--- src/rtl/hilo_pkg.sv ---
// ---------------------------------------------------------------------------
// hilo_pkg
// Shared definitions for the HI/LO register unit of the MIPS core:
//   DATA_W  : default operand / HI / LO width
//   op_e    : HI/LO-class operation codes presented by execute
//   state_e : sequencing states of hilo_unit
//   is_div_op / is_mul_op : operation class decode helpers
// ---------------------------------------------------------------------------
package hilo_pkg;

   localparam int DATA_W = 32;

   typedef enum logic [2:0] {
      MULT  = 3'd0,
      MULTU = 3'd1,
      DIV   = 3'd2,
      DIVU  = 3'd3,
      MTHI  = 3'd4,
      MTLO  = 3'd5
   } op_e;

   typedef enum logic [1:0] {
      IDLE    = 2'd0,
      DIV_RUN = 2'd1,
      MUL_RUN = 2'd2,
      COOL    = 2'd3
   } state_e;

   function automatic logic is_div_op(input op_e op);
      return (op == DIV) || (op == DIVU);
   endfunction

   function automatic logic is_mul_op(input op_e op);
      return (op == MULT) || (op == MULTU);
   endfunction

endpackage

--- src/rtl/hilo_launch.sv ---
// ---------------------------------------------------------------------------
// hilo_launch
// Operand latch and valid_in generator for one multi-cycle arithmetic unit
// (instantiated once for the divider and once for the multiplier).
// Ports:
//   clk, reset_n      : core clock, asynchronous active-low reset
//   launch            : accept a new operation (captures sign/operands)
//   sign_in, a_in, b_in : operation sign and operands from execute
//   done              : unit reported completion while running
//   valid_in          : start/hold to the unit, high for the whole operation
//   sign, src_a, src_b : latched sign and operands, stable until next launch
// valid_in falls on the edge where completion is sampled, so the unit sees
// it low during the following cool-down cycle and can re-arm.
// ---------------------------------------------------------------------------
module hilo_launch #(
   parameter int DATA_W = hilo_pkg::DATA_W
) (
   input  logic              clk,
   input  logic              reset_n,
   input  logic              launch,
   input  logic              sign_in,
   input  logic [DATA_W-1:0] a_in,
   input  logic [DATA_W-1:0] b_in,
   input  logic              done,
   output logic              valid_in,
   output logic              sign,
   output logic [DATA_W-1:0] src_a,
   output logic [DATA_W-1:0] src_b
);

   always_ff @(posedge clk or negedge reset_n) begin
      if (!reset_n) begin
         valid_in <= 1'b0;
         sign     <= 1'b0;
         src_a    <= '0;
         src_b    <= '0;
      end else if (launch) begin
         valid_in <= 1'b1;
         sign     <= sign_in;
         src_a    <= a_in;
         src_b    <= b_in;
      end else if (done) begin
         valid_in <= 1'b0;
      end
   end

endmodule

--- src/rtl/hilo_unit.sv ---
// ---------------------------------------------------------------------------
// hilo_unit
// Architectural HI/LO registers plus sequencing of the external multi-cycle
// divider and multiplier.
// Ports:
//   clk, reset_n                 : core clock, asynchronous active-low reset
//   op_valid/op_code/op_a/op_b   : HI/LO-class op from execute (rs, rt)
//   op_ready                     : op accepted this cycle (IDLE only)
//   rd_en/rd_sel/rd_data         : MFHI (rd_sel=0) / MFLO (rd_sel=1) read
//   stall                        : freeze upstream pipeline
//   div_*                        : divider handshake, operands and results
//   mul_*                        : multiplier handshake, operands and results
//   hi_q, lo_q                   : current HI / LO, for debug
// Optional build macro HILO_BYPASS_EN: a read pending in the completion
// cycle is served straight from the unit result and stall drops that cycle.
// Without it the read waits and is served from HI/LO one cycle later.
// ---------------------------------------------------------------------------
module hilo_unit #(
   parameter int DATA_W = hilo_pkg::DATA_W
) (
   input  logic              clk,
   input  logic              reset_n,
   input  logic              op_valid,
   input  logic [2:0]        op_code,
   input  logic [DATA_W-1:0] op_a,
   input  logic [DATA_W-1:0] op_b,
   output logic              op_ready,
   input  logic              rd_en,
   input  logic              rd_sel,
   output logic [DATA_W-1:0] rd_data,
   output logic              stall,
   output logic              div_valid_in,
   output logic              div_sign,
   output logic [DATA_W-1:0] div_src_a,
   output logic [DATA_W-1:0] div_src_b,
   input  logic              div_valid_out,
   input  logic [DATA_W-1:0] div_hi,
   input  logic [DATA_W-1:0] div_lo,
   output logic              mul_valid_in,
   output logic              mul_sign,
   output logic [DATA_W-1:0] mul_src_a,
   output logic [DATA_W-1:0] mul_src_b,
   input  logic              mul_valid_out,
   input  logic [DATA_W-1:0] mul_hi,
   input  logic [DATA_W-1:0] mul_lo,
   output logic [DATA_W-1:0] hi_q,
   output logic [DATA_W-1:0] lo_q
);

   import hilo_pkg::*;

   state_e state, state_nx;
   op_e    op;
   logic   accept;
   logic   div_launch, mul_launch;
   logic   div_done, mul_done;
   logic   rd_busy;

   assign op     = op_e'(op_code);
   assign accept = (state == IDLE) && op_valid;

   // A divide by zero is accepted but never reaches the divider.
   assign div_launch = accept && is_div_op(op) && (op_b != '0);
   assign mul_launch = accept && is_mul_op(op);

   // Completion is only honoured while running; a lingering valid_out in
   // COOL or IDLE is ignored.
   assign div_done = (state == DIV_RUN) && div_valid_out;
   assign mul_done = (state == MUL_RUN) && mul_valid_out;

   hilo_launch #(.DATA_W(DATA_W)) u_div_launch (
      .clk      (clk),
      .reset_n  (reset_n),
      .launch   (div_launch),
      .sign_in  (op == DIV),
      .a_in     (op_a),
      .b_in     (op_b),
      .done     (div_done),
      .valid_in (div_valid_in),
      .sign     (div_sign),
      .src_a    (div_src_a),
      .src_b    (div_src_b)
   );

   hilo_launch #(.DATA_W(DATA_W)) u_mul_launch (
      .clk      (clk),
      .reset_n  (reset_n),
      .launch   (mul_launch),
      .sign_in  (op == MULT),
      .a_in     (op_a),
      .b_in     (op_b),
      .done     (mul_done),
      .valid_in (mul_valid_in),
      .sign     (mul_sign),
      .src_a    (mul_src_a),
      .src_b    (mul_src_b)
   );

   always_ff @(posedge clk or negedge reset_n) begin
      if (!reset_n) begin
         state <= IDLE;
      end else begin
         state <= state_nx;
      end
   end

   always_comb begin
      state_nx = state;
      op_ready = 1'b0;
      case (state)
         IDLE: begin
            op_ready = op_valid;
            if (div_launch) begin
               state_nx = DIV_RUN;
            end else if (mul_launch) begin
               state_nx = MUL_RUN;
            end
         end
         DIV_RUN: if (div_valid_out) state_nx = COOL;
         MUL_RUN: if (mul_valid_out) state_nx = COOL;
         COOL:    state_nx = IDLE;
         default: state_nx = IDLE;
      endcase
   end

   // The divider returns the quotient on its hi port; MIPS keeps the
   // quotient in LO and the remainder in HI, hence the swap. MTHI/MTLO only
   // land when accepted in IDLE, so they can never clobber a pending result.
   always_ff @(posedge clk or negedge reset_n) begin
      if (!reset_n) begin
         hi_q <= '0;
         lo_q <= '0;
      end else if (div_done) begin
         lo_q <= div_hi;
         hi_q <= div_lo;
      end else if (mul_done) begin
         hi_q <= mul_hi;
         lo_q <= mul_lo;
      end else if (accept) begin
         if (op == MTHI) hi_q <= op_a;
         if (op == MTLO) lo_q <= op_a;
      end
   end

`ifdef HILO_BYPASS_EN
   assign rd_busy = ((state == DIV_RUN) && !div_valid_out) ||
                    ((state == MUL_RUN) && !mul_valid_out);

   always_comb begin
      rd_data = rd_sel ? lo_q : hi_q;
      if (div_done) begin
         rd_data = rd_sel ? div_hi : div_lo;
      end else if (mul_done) begin
         rd_data = rd_sel ? mul_lo : mul_hi;
      end
   end
`else
   assign rd_busy = (state == DIV_RUN) || (state == MUL_RUN);
   assign rd_data = rd_sel ? lo_q : hi_q;
`endif

   assign stall = (op_valid && !op_ready) || (rd_en && rd_busy);

endmodule

--- config.mk ---
export PLATFORM = sky130hd
export DESIGN_NAME = hilo_unit
export DESIGN_NICKNAME = d
export VERILOG_FILES = /design/src/rtl/hilo_pkg.sv /design/src/rtl/hilo_launch.sv /design/src/rtl/hilo_unit.sv
export SDC_FILE = /design/constraint.sdc
export NUM_CORES = 1
export LEC_CHECK = 0
export ABC_AREA = 1
export CORE_AREA = 2 2 169 171
export CTS_CLUSTER_SIZE = 30
export DETAILED_ROUTE_END_ITERATION = 12
export DIE_AREA = 0 0 171 173
export DONT_BUFFER_PORTS = 1
export REMOVE_ABC_BUFFERS = 1
export SYNTH_ARGS = -nofsm -noshare
export SYNTH_HDL_FRONTEND = slang
export SYNTH_SLANG_ARGS = --single-unit
--- constraint.sdc ---
create_clock -name clk -period 2 [get_ports clk]
set_input_delay 0.6 -clock clk [delete_from_list [all_inputs] [get_ports clk]]
set_output_delay 0.6 -clock clk [all_outputs]
set_load 0.02 [all_outputs]
# == After elaboration in Yosys (flattened, before gate mapping) ==
# Cells that the tools add are included.
# word_totals
register_bits,198
in_bits,202
wordCells,65
# op_classes
eq_ne,11
n_mux,19
n_reduce_logical,24
# ops
operator,count
$mux 32,9
$reduce_bool 32->1,1
$reduce_bool 3->1,3
$logic_and 1x1->1,8
$mux 2,4
$pmux 2 s4,1
$eq 3x2->1 const B,2
$eq 3x3->1 const B,2
$mux 1,5
$eq 2x2->1 const B,2
$logic_or 1x1->1,4
$ne 2x2->1 const B,2
$reduce_and 2->1,2
$reduce_bool 2->1,2
$eq 3x1->1 const B,1
$logic_not 3->1,1
$ne 3x3->1 const B,1
$reduce_and 3->1,1
$eq 2x1->1 const B,1
$logic_not 2->1,1
$logic_not 1->1,1

# == Depth between registers and ports, before layout ==
# Gate-level depths: netlist of run 1.
# logic_depth
depth_word,6
mapped_depth,10
ltp_nobuf,9

# == By module ==
# A second synthesis of run 1 with hierarchy kept.
# unflattened
hier_cells,1161
hier_area_um2,9272.6
# modules_own_cells
module,instances,cells_each,area_per_inst_um2,seq_area_each_um2
hilo_launch,2,279,2511.2,1651.6
hilo_unit,1,603,4250.3,1651.6

# == Worst setup path after synthesis of run 1 ==
# No wires, ideal clock.
# synth_timing
path_kind,input -> output
startpoint,input rd_sel
endpoint,output rd_data[23]
t_arrival_ps,1452
t_required_ps,1400
path_slack_ps,-52
cell_stages,3
path_buffers,2
path_cell_list,clkbuf_1 > clkbuf_1 > o21ai_0
# synth_between
elab_chain_len,1
# synth_rtl
item,line,rtl
"start, declared",hilo_unit.sv:29,"input logic rd_sel,"
$mux 32,hilo_unit.sv:159,assign rd_data = rd_sel ? lo_q : hi_q;
"end, declared",hilo_unit.sv:30,"output logic [DATA_W-1:0] rd_data,"
# Every way passes these cells.

# == Final worst setup path of run 1 ==
# layout_timing
startpoint,register state[0]
endpoint,output stall
# layout_between
elab_chain_len,5
# layout_rtl
item,line,rtl
"start, declared",hilo_unit.sv:52,"state_e state, state_nx;"
"start signal, assigned",hilo_unit.sv:103,state <= state_nx;
$logic_not 2->1,hilo_unit.sv:110,case (state)
$mux 1,hilo_unit.sv:110,
$logic_not 1->1,hilo_unit.sv:162,assign stall = (op_valid && !op_ready) || (rd_en && rd_busy);
$logic_and 1x1->1,hilo_unit.sv:162,
$logic_or 1x1->1 (*),hilo_unit.sv:162,
"end, declared",hilo_unit.sv:31,"output logic stall,"
# Mark *: on every way between the ends. The rest lies on a longest branch, timed or not.

==> impl_metrics.env, run 1 <==
export IMPL_ys_seq_elements=198
export IMPL_finalSetupViolCount=1
export IMPL_seqCellArea_um2=4981
export IMPL_hold_ws_ns=-0.1315
export IMPL_multi_input_area_um2=3363
export IMPL_synth_avg_cell_area_um2=8.239
export IMPL_grt_max_degree=199
export IMPL_clockBufferDepth=2
export IMPL_crit_path_start="state[0]"
export IMPL_place_ws_ns=-0.01616
export IMPL_netlist_instances=1109
export IMPL_fin_skew_ns=0.009954
export IMPL_synth_async_reset_ratio_pct=100.0
export IMPL_route_detailed_drc=0
export IMPL_drive_above_1_share_pct=13.36
export IMPL_nets=1340
export IMPL_end_kind="output port"
export IMPL_nFillCells=2832
export IMPL_grt_pass1_wl_um=47250
export IMPL_path_clk_slew_ns=0.07
export IMPL_cts_made_buffers=17
export IMPL_design_area_um2=10730
export IMPL_grt_use_total_pct=21.10
export IMPL_worstPathRequired_ns=1.40
export IMPL_critical_path_cell_chain="inv_2, ha_4, a22o_4"
export IMPL_path_max_fanout=2
export IMPL_fin_ws_ns=-0.01113
export IMPL_worst_pin_slew_ns=0.4881
export IMPL_cts_num_sinks=198
export IMPL_vdd_ir_drop_max_mv=0.6637
export IMPL_synth_top_area_share_pct=54.22
export IMPL_yosys_area_top_type="dfrtp_1"
export IMPL_start_util_pct=33.07
export IMPL_max_cap_violations=0
export IMPL_die_area_um2=29580
export IMPL_synth_seq_area_share_pct=54.22
export IMPL_max_slew_margin_pct=67.46
export IMPL_p_leak_nw=5.451
export IMPL_cp_arrival_ns=1.41
export IMPL_cp_start_kind="flop"
export IMPL_status="finished, violations left"
export IMPL_io_buffers=0
export IMPL_wl_um=32590
export IMPL_htreeDepth=4
export IMPL_synth_most_common_cell="nand2_1"
export IMPL_root_buffer="clkbuf_16"
export IMPL_num_vias=7898
export IMPL_yosysUniqueCellTypes=24
export IMPL_yosysWarningCount=0
export IMPL_diodes=0
export IMPL_slowest_stage="dfrtp_1"
export IMPL_ant_nets=0
export IMPL_cts_tree="yes"
export IMPL_power_mw=18.66
export IMPL_gr_total_overflow=0
export IMPL_max_freq_ghz=0.4972
export IMPL_core_area_um2=27630
export IMPL_clkLatencyLatePin_ns=0.44
export IMPL_slew_viol_final=0
export IMPL_worstSetupPathType="flop to output port"
export IMPL_synth_edf_count=0
export IMPL_rows=61
export IMPL_place_gp_congestion=0.8895
export IMPL_ys_top_cells_by_count="303 x nand2_1, 198 x dfrtp_1, 175 x o21ai_0"
export IMPL_tns_ns=-0.01113
export IMPL_first_pass_iters=5
export IMPL_hpwl_um=22870
export IMPL_violations="negative hold slack, negative setup slack"
export IMPL_pwr_density_cell_nw_per_um2=1738
export IMPL_hp_class="input pin to async pin"
export IMPL_place_area_um2=9993
export IMPL_period_minus_slack_ns=2.011
export IMPL_die_width_um=171
export IMPL_synth_main_ff_cell="dfrtp_1"
export IMPL_timing_hold_violations_final=198
export IMPL_via_per_inst=5.186
export IMPL_fp_dieH_um=173
export IMPL_critical_path_buf_inv_count=1
export IMPL_antenna_found_initial=0
export IMPL_area_growth_pct=17.46
export IMPL_netlist_area_um2=9138
export IMPL_drt_initial_drc_count=542
export IMPL_cpLargestDelayFamily="flip-flops"
export IMPL_wl_per_cell_um=21.40
export IMPL_rsz0062_at_grt="yes"
export IMPL_ios=432
export IMPL_grt_pass1_vias=7729
export IMPL_r2r_start="state[0]"
export IMPL_yosys_top_cells_area="dfrtp_1 54%, nand2_1 12%, o21ai_0 9.6%"
export IMPL_finalCritPeriodShare_pct=100.6
export IMPL_cpPeakStageDelay_ns=0.40
[path summary, 6_finish.rpt]
| path | endpoint | slack (ns) | cells after the start |
|---|---|---|---|
| worst min-delay path | u_mul_launch.src_b[19] | -0.13 | 0 |
| min in group clk | u_div_launch.sign | 0.26 | 1 |
| worst max register to register | hi_q[25] | 0.10 | 11 |
| worst max-delay path | stall | -0.01 | 3 |
| worst min register to register | hi_q[20] | 0.57 | 2 |
| max in group asynchronous | hi_q[7] | 1.73 | 0 |
[logic make-up (layout without fill, tap and decap cells)]
| family | Yosys count | after routing | synth area share [%] |
|---|---|---|---|
| simple gates | 427 | 427 | 18.38 |
| fa+ha+maj | 4 | 4 | 0.5477 |
| buf+inv | 224 | 260 | 9.749 |
| flops | 198 | 198 | 54.22 |
| compound gates | 256 | 256 | 17.10 |
[layer usage]
| metal | GRT usage (%) | routed length (µm) |
|---|---|---|
| met5 | 0 | 0 |
| met4 | 5.862 | 562 |
| met3 | 6.020 | 2647 |
| met2 | 36.64 | 16250 |
| met1 | 25.35 | 13130 |
[cell usage in the layout (no fill, tap or decap), types with 2 or more instances in the layout]
master,count
buf_6,2
nand3_1,38
inv_6,2
dfrtp_1,177
o21ai_0,168
nand2_4,4
o211ai_1,4
dfrtp_2,21
clkinv_4,2
clkinv_2,4
clkinvlp_4,4
ha_1,2
buf_12,12
nand2_2,2
nand2_1,297
inv_1,149
clkbuf_1,2
inv_2,4
o21ai_2,10
o221ai_1,60
nor2_1,81
clkbuf_16,20
buf_4,57
o21ai_1,10
[registers in the layout, summed over array words and instances (netlist names)]
register               flops
lo_q                      32
state                      2
u_mul_launch.src_b        32
u_div_launch.valid_in      1
u_div_launch.src_b        32
hi_q                      32
u_div_launch.sign          1
u_div_launch.src_a        32
u_mul_launch.sign          1
u_mul_launch.src_a        32
u_mul_launch.valid_in      1
[worst reg2reg max path, cell delays in order (launching register included)]
cell and delay (ns):
dfrtp_1 0.38, inv_2 0.07, buf_4 0.14, ha_1 0.23, nand2_4 0.21, nand2_2 0.07, inv_2 0.11, nand2_4 0.11
buf_12 0.18, o221ai_1 0.08, buf_4 0.15, o21ai_0 0.08
[power by group]
part	internal (mW)	leakage, nW	switching (mW)
Sequential	5.91	2.44	4.01
Combinational	2.19	2.76	3.26
Clock	1.71	0.255	1.59
[timing repair]
item | CTS | global route
setup buffers | 5 | 2
pin swaps | 0 | 2
gates resized for setup | 11 | 33
hold endpoints to repair | 198 | 198
setup endpoints to repair | 5 | 57
gates cloned | 0 | 3
[cell type report]
type | count | area share [%]
clock buffers | 19 | 4.034
clock inverters | 11 | 0.9559
inverters | 155 | 5.467
multi-input cells | 687 | 31.34
flip-flops and latches | 198 | 46.41
well taps | 378 | 4.407
repair buffers | 75 | 7.391
[metrics by stage]
| step | instances | util (%) | hold WS (ns) |
|---|---|---|---|
| after floorplan | 1040 | - | 0.3044 |
| after global placement | 1484 | 36.17 | 0.3095 |
| after detailed placement | 1484 | 36.17 | 0.3104 |
| after CTS | 1519 | 38.37 | -0.1724 |
| after global routing | 1523 | 38.85 | -0.1761 |
| final | 1523 | 38.85 | -0.1315 |
Note: power is estimated with default switching activity, not from simulation.
==> inputs of run 2 (changes only) <==
Settings changed: RECOVER_POWER set to 50.
==> run 2 against run 1 <==
  * The flow still finishes with violations (negative hold slack, negative setup slack)
  * Total power about the same
  * Maximum frequency unchanged
  * Via count is the same
==> impl_metrics.env, run 2 (synthesized netlist as in run 1, its figures left out) <==
export IMPL_route_detailed_drc=0
export IMPL_hp_class="input pin to async pin"
export IMPL_max_freq_ghz=0.4972
export IMPL_path_max_fanout=2
export IMPL_finalSetupViolCount=2
export IMPL_worstPathRequired_ns=1.40
export IMPL_power_mw=18.65
export IMPL_antenna_found_initial=0
export IMPL_cts_num_sinks=198
export IMPL_slowest_stage="dfrtp_1"
export IMPL_design_area_um2=10730
export IMPL_drt_initial_drc_count=542
export IMPL_slew_viol_final=0
export IMPL_critical_path_cell_chain="inv_2, ha_4, a22o_4"
export IMPL_die_width_um=171
export IMPL_final_cell_mix="297 x nand2_1, 183 x dfrtp_1, 168 x o21ai_0, 149 x inv_1, 81 x nor2_1"
export IMPL_p_clk_share_pct=17.7
export IMPL_start_util_pct=33.07
export IMPL_clkLatencyLatePin_ns=0.44
export IMPL_pwr_share_comb_pct=29.2
export IMPL_fin_ws_ns=-0.01113
export IMPL_dr_wl_met2_um=16250
export IMPL_pwr_share_seq_pct=53.1
export IMPL_hold_ws_ns=-0.1315
export IMPL_grt_use_total_pct=21.10
export IMPL_status="finished, violations left"
export IMPL_swShare_pct=47.46
export IMPL_wl_um=32590
export IMPL_cts_tree="yes"
export IMPL_p_leak_nw=5.458
export IMPL_hpwl_um=22870
export IMPL_vdd_ir_drop_max_mv=0.6637
export IMPL_place_ws_ns=-0.01616
export IMPL_place_gp_congestion=0.8895
export IMPL_timing_hold_violations_final=198
export IMPL_path_clk_slew_ns=0.07
export IMPL_place_area_um2=9993
export IMPL_fp_dieH_um=173
export IMPL_clockBufferDepth=2
export IMPL_diodes=0
export IMPL_pwr_density_cell_nw_per_um2=1738
export IMPL_fin_skew_ns=0.009954
export IMPL_finalCritPeriodShare_pct=100.6
export IMPL_tns_ns=-0.02103
export IMPL_end_kind="output port"
export IMPL_die_area_um2=29580
export IMPL_core_area_um2=27630
export IMPL_crit_path_start="state[0]"
export IMPL_grt_pass1_wl_um=47250
export IMPL_max_cap_violations=0
export IMPL_num_vias=7898
export IMPL_ant_nets=0
export IMPL_worstSetupPathType="flop to output port"
export IMPL_worst_pin_slew_ns=0.4881
export IMPL_p_switching_mw=8.850
export IMPL_period_minus_slack_ns=2.011
export IMPL_p_int_mw=9.796
export IMPL_via_per_inst=5.186
export IMPL_io_buffers=0
export IMPL_gr_total_overflow=0
export IMPL_root_buffer="clkbuf_16"
export IMPL_area_growth_pct=17.38
export IMPL_nets=1340
export IMPL_cts_made_buffers=17
export IMPL_r2r_start="state[0]"
export IMPL_htreeDepth=4
export IMPL_grt_pass1_vias=7729
export IMPL_layout_commonest_cell="nand2_1"
export IMPL_cp_arrival_ns=1.41
export IMPL_drive_above_1_share_pct=12.84
export IMPL_max_slew_margin_pct=67.46
export IMPL_top_layer_used="met4"
export IMPL_wl_per_cell_um=21.40
export IMPL_wl_met3_um=2647
export IMPL_rows=61
export IMPL_grt_max_degree=199
export IMPL_cp_start_kind="flop"
export IMPL_violations="negative hold slack, negative setup slack"
export IMPL_wl_met1_um=13130
export IMPL_rsz0062_at_grt="yes"
export IMPL_first_pass_iters=5
export IMPL_cpPeakStageDelay_ns=0.40
export IMPL_ios=432
[run 2: changes by cell type in the layout (fill, tap and decap cells not counted)]
cell,change
dfrtp_2,-6
dfrtp_1,+6
[run 2: final timing paths]
kind,to,cells after the start,slack (ns)
max,stall,3,-0.01
min,u_mul_launch.src_b[19],0,-0.13
max reg2reg,hi_q[25],11,0.10
min reg2reg,hi_q[20],2,0.57
max in group asynchronous,hi_q[7],0,1.73
min in group clk,u_div_launch.sign,1,0.26
[run 2: repair_timing]
item | in CTS | in global routing
cloned | 0 | 3
pin swaps | 0 | 2
hold endpoints to repair | 198 | 198
endpoints found under the setup margin | 5 | 57
resized for setup | 11 | 33
buffers inserted | 5 | 2
[run 2: routing by layer]
metal,global-route usage (%),vias to the layer above
li1,-,3621
met1,25.35,3835
met2,36.64,409
met3,6.020,33
met4,5.862,0
met5,0,-
[run 2: power groups by stage]
stage / sequential (mW) / combinational [mW] / clock (mW)
2_1_floorplan: 9.25 / 3.29 / 0
3_3_place_gp: 9.93 / 4.95 / 0
3_5_place_dp: 9.92 / 5.12 / 0
4_1_cts: 9.89 / 5.25 / 3.38
5_1_grt: 10.1 / 6.10 / 3.57
6_report: 9.90 / 5.45 / 3.30
[run 2: critical path, delay by kind of cell, from the launching register on]
kind            cells  cell delay, ns
flops               1            0.40
compound gates      1            0.28
fa+ha+maj           1            0.21
buf+inv             1            0.09
[run 2: final cells by class]
| cell class | count | area [µm²] |
|---|---|---|
| fillers | 2834 | 16900 |
| flip-flops and latches | 198 | 4974 |
| multi-input cells | 687 | 3363 |
| repair buffers | 75 | 793.3 |
| inverters | 155 | 586.8 |
| well taps | 378 | 473.0 |
| clock buffers | 19 | 432.9 |
| clock inverters | 11 | 102.6 |
[run 2: metrics by stage]
stage	util (%)	std cells	hold slack [ns]
after global placement	36.17	1484	0.3095
after detailed placement	36.17	1484	0.3104
after CTS	38.37	1519	-0.1724
final	38.82	1523	-0.1315
after floorplan	-	1040	0.3044
after global routing	38.82	1523	-0.1761
==> inputs of run 3 (changes only) <==
Settings changed: CORE_AREA 2 2 169 171 to 2 2 170 172, DIE_AREA 0 0 171 173 to 0 0 172 174, SYNTH_HIERARCHICAL set to 1.
==> run 3 against run 2 <==
  * The flow finishes with violations (negative hold slack)
  * Largest cell class unchanged
  * Non-clock buffer count fell by 15
  * Critical path depth did not move
  * Global-route usage fell by 2.0 points
  * Sequential power fell by 1%
  * Highest routed layer unchanged
  * Synthesized cell count rose by 4.7%
  * Area after synthesis rose by 1.5%
  * Design area fell by 1.3%
  * Register-to-register slack improved by 0.05 ns
  * Total power barely moved
  * Sequential share of layout area rose by 0.55 points
  * Die area rose by 1.2%
  * Utilization fell by 1.3 points
==> impl_metrics.env, run 3 <==
export IMPL_worstPathRequired_ns=1.40
export IMPL_cpPeakStageDelay_ns=0.47
export IMPL_antenna_found_initial=0
export IMPL_synth_avg_cell_area_um2=7.987
export IMPL_ant_nets=0
export IMPL_yosys_area_top_type="dfrtp_1"
export IMPL_drt_initial_drc_count=467
export IMPL_violations="negative hold slack"
export IMPL_cp_arrival_ns=1.40
export IMPL_clockBufferDepth=2
export IMPL_hp_class="input pin to async pin"
export IMPL_slowest_stage="dfrtp_1"
export IMPL_utilization_pct=37.49
export IMPL_max_slew_margin_pct=72.76
export IMPL_yosysUniqueCellTypes=22
export IMPL_final_cell_mix="545 x nand2_1, 188 x dfrtp_1, 74 x inv_1, 73 x o21ai_0, 67 x nand3_1"
export IMPL_critical_path_cell_chain="inv_1, o21ai_1, buf_4"
export IMPL_max_freq_ghz=0.5002
export IMPL_hold_ws_ns=-0.1340
export IMPL_die_width_um=172
export IMPL_wl_met1_um=11040
export IMPL_nFillCells=2962
export IMPL_grt_pass1_wl_um=44060
export IMPL_fin_ws_ns=0.0007545
export IMPL_layout_commonest_cell="nand2_1"
export IMPL_root_buffer="clkbuf_16"
export IMPL_area_growth_pct=14.16
export IMPL_cts_made_buffers=17
export IMPL_wl_per_cell_um=18.74
export IMPL_netlist_instances=1161
export IMPL_top_layer_used="met4"
export IMPL_ys_top_cells_by_count="547 x nand2_1, 198 x dfrtp_1, 85 x o21ai_0"
export IMPL_via_per_inst=4.971
export IMPL_die_area_um2=29930
export IMPL_timing_hold_violations_final=198
export IMPL_grt_use_total_pct=19.10
export IMPL_clkLatencyLatePin_ns=0.42
export IMPL_slew_viol_final=0
export IMPL_first_pass_iters=5
export IMPL_status="finished, violations left"
export IMPL_dr_wl_met2_um=14180
export IMPL_grt_max_degree=199
export IMPL_worstSetupPathType="flop to output port"
export IMPL_dp_cells=1529
export IMPL_synth_async_reset_ratio_pct=100.0
export IMPL_drive_above_1_share_pct=9.568
export IMPL_grt_pass1_vias=7856
export IMPL_io_buffers=0
export IMPL_yosys_top_cells_area="dfrtp_1 53%, nand2_1 22%, o211ai_1 5.2%"
export IMPL_path_max_fanout=2
export IMPL_max_cap_violations=0
export IMPL_place_gp_congestion=0.8142
export IMPL_worst_pin_slew_ns=0.4063
export IMPL_core_area_um2=28240
export IMPL_cts_num_sinks=198
export IMPL_diodes=0
export IMPL_fin_skew_ns=0.01035
export IMPL_synth_top_area_share_pct=53.43
export IMPL_synth_edf_count=0
export IMPL_rsz0062_at_grt="yes"
export IMPL_route_detailed_drc=0
export IMPL_hpwl_um=20770
export IMPL_num_vias=7779
export IMPL_wl_met3_um=3475
export IMPL_nets=1375
export IMPL_start_util_pct=32.84
export IMPL_wl_um=29340
export IMPL_end_kind="output port"
export IMPL_yosysWarningCount=6
export IMPL_finalSetupViolCount=0
export IMPL_path_clk_slew_ns=0.07
export IMPL_fp_dieH_um=174
export IMPL_synth_seq_area_share_pct=53.43
export IMPL_period_minus_slack_ns=1.999
export IMPL_rows=62
export IMPL_synth_main_ff_cell="dfrtp_1"
export IMPL_finalCritPeriodShare_pct=99.96
export IMPL_ios=432
export IMPL_netlist_area_um2=9273
export IMPL_p_leak_nw=5.320
export IMPL_htreeDepth=4
export IMPL_gr_total_overflow=0
export IMPL_vdd_ir_drop_max_mv=0.6504
export IMPL_pwr_density_cell_nw_per_um2=1760
export IMPL_synth_most_common_cell="nand2_1"
export IMPL_ys_seq_elements=198
export IMPL_fin_cells=1565
export IMPL_cts_tree="yes"
export IMPL_cp_start_kind="flop"
export IMPL_place_ws_ns=0.03220
run 3: cell count changes after synthesis, sizes merged:
cell,before,now
buf,26,53
clkbuf,43,18
inv,155,81
nand2,303,548
nand3,39,67
nand3b,1,0
nor2,81,21
nor3,1,4
nor3b,1,0
o211ai,4,64
o21ai,189,99
o221ai,60,0
run 3: power breakdown:
group          switching, mW  internal, mW  leakage [nW]
logic                   3.20          2.07          2.59
clock network           1.55          2.01         0.281
registers               3.91          5.89          2.45
total                   8.66          9.97          5.32
run 3: repair_timing:
action                                  4_1_cts  5_1_grt
cloned                                        0        0
setup buffers                                 4        1
resized for setup                            20       27
endpoints found under the setup margin       12       22
endpoints found under the hold margin       198      198
run 3: final timing paths:
| kind | startpoint | to | slack (ns) | cells past startpoint |
|---|---|---|---|---|
| worst max-delay path | hi_q[9] | rd_data[9] | 0.0008 | 3 |
| worst min-delay path | reset_n | u_mul_launch/src_b[25] | -0.13 | 0 |
| worst max register to register | state[0] | u_div_launch/src_a[18] | 0.15 | 10 |
| worst min register to register | hi_q[29] | hi_q[29] | 0.58 | 2 |
| max in group asynchronous | reset_n | hi_q[13] | 1.78 | 0 |
| min in group clk | op_a[6] | u_div_launch/src_a[6] | 0.28 | 2 |
run 3: routing by layer:
layer / vias up / track usage [%]
met5: - / 0
met4: 0 / 6.303
met3: 25 / 8.037
met2: 356 / 32.73
met1: 3694 / 21.31
li1: 3704 / -
run 3: cell families (layout without fill, tap and decap cells):
group | count (synthesis) | count (layout) | synth area share (%)
flip-flops | 198 | 198 | 53.43
AO/OA/AOI/OAI | 166 | 166 | 10.98
adder cells (fa/ha/maj) | 4 | 4 | 0.5398
buffers and inverters | 152 | 172 | 8.082
AND/OR/NAND/NOR | 641 | 641 | 26.96
run 3: cell type report:
class | count | area, µm² | area share [%]
Sequential cell | 198 | 4967 | 46.93
Tap cell | 384 | 480.5 | 4.539
Clock inverter | 10 | 143.9 | 1.359
Multi-Input combinational cell | 811 | 3610 | 34.10
Clock buffer | 21 | 450.4 | 4.255
Inverter | 81 | 304.0 | 2.872
Timing Repair Buffer | 60 | 629.4 | 5.946
run 3: stage by stage:
step	power [mW]	setup TNS, ns	area [µm²]
after CTS	18.76	-0.02713	10570
after global placement	14.81	0	9911
after floorplan	12.63	-436.09	8827
final	18.63	0	10590
after detailed placement	14.99	0	9911
after global routing	19.88	-0.3715	10590
run 3: critical path, delay by kind of cell (launching register included):
| family | cells | cell delay, ns |
|---|---|---|
| DFF | 1 | 0.47 |
| buffers and inverters | 2 | 0.28 |
| AOI/OAI and AO/OA | 1 | 0.23 |
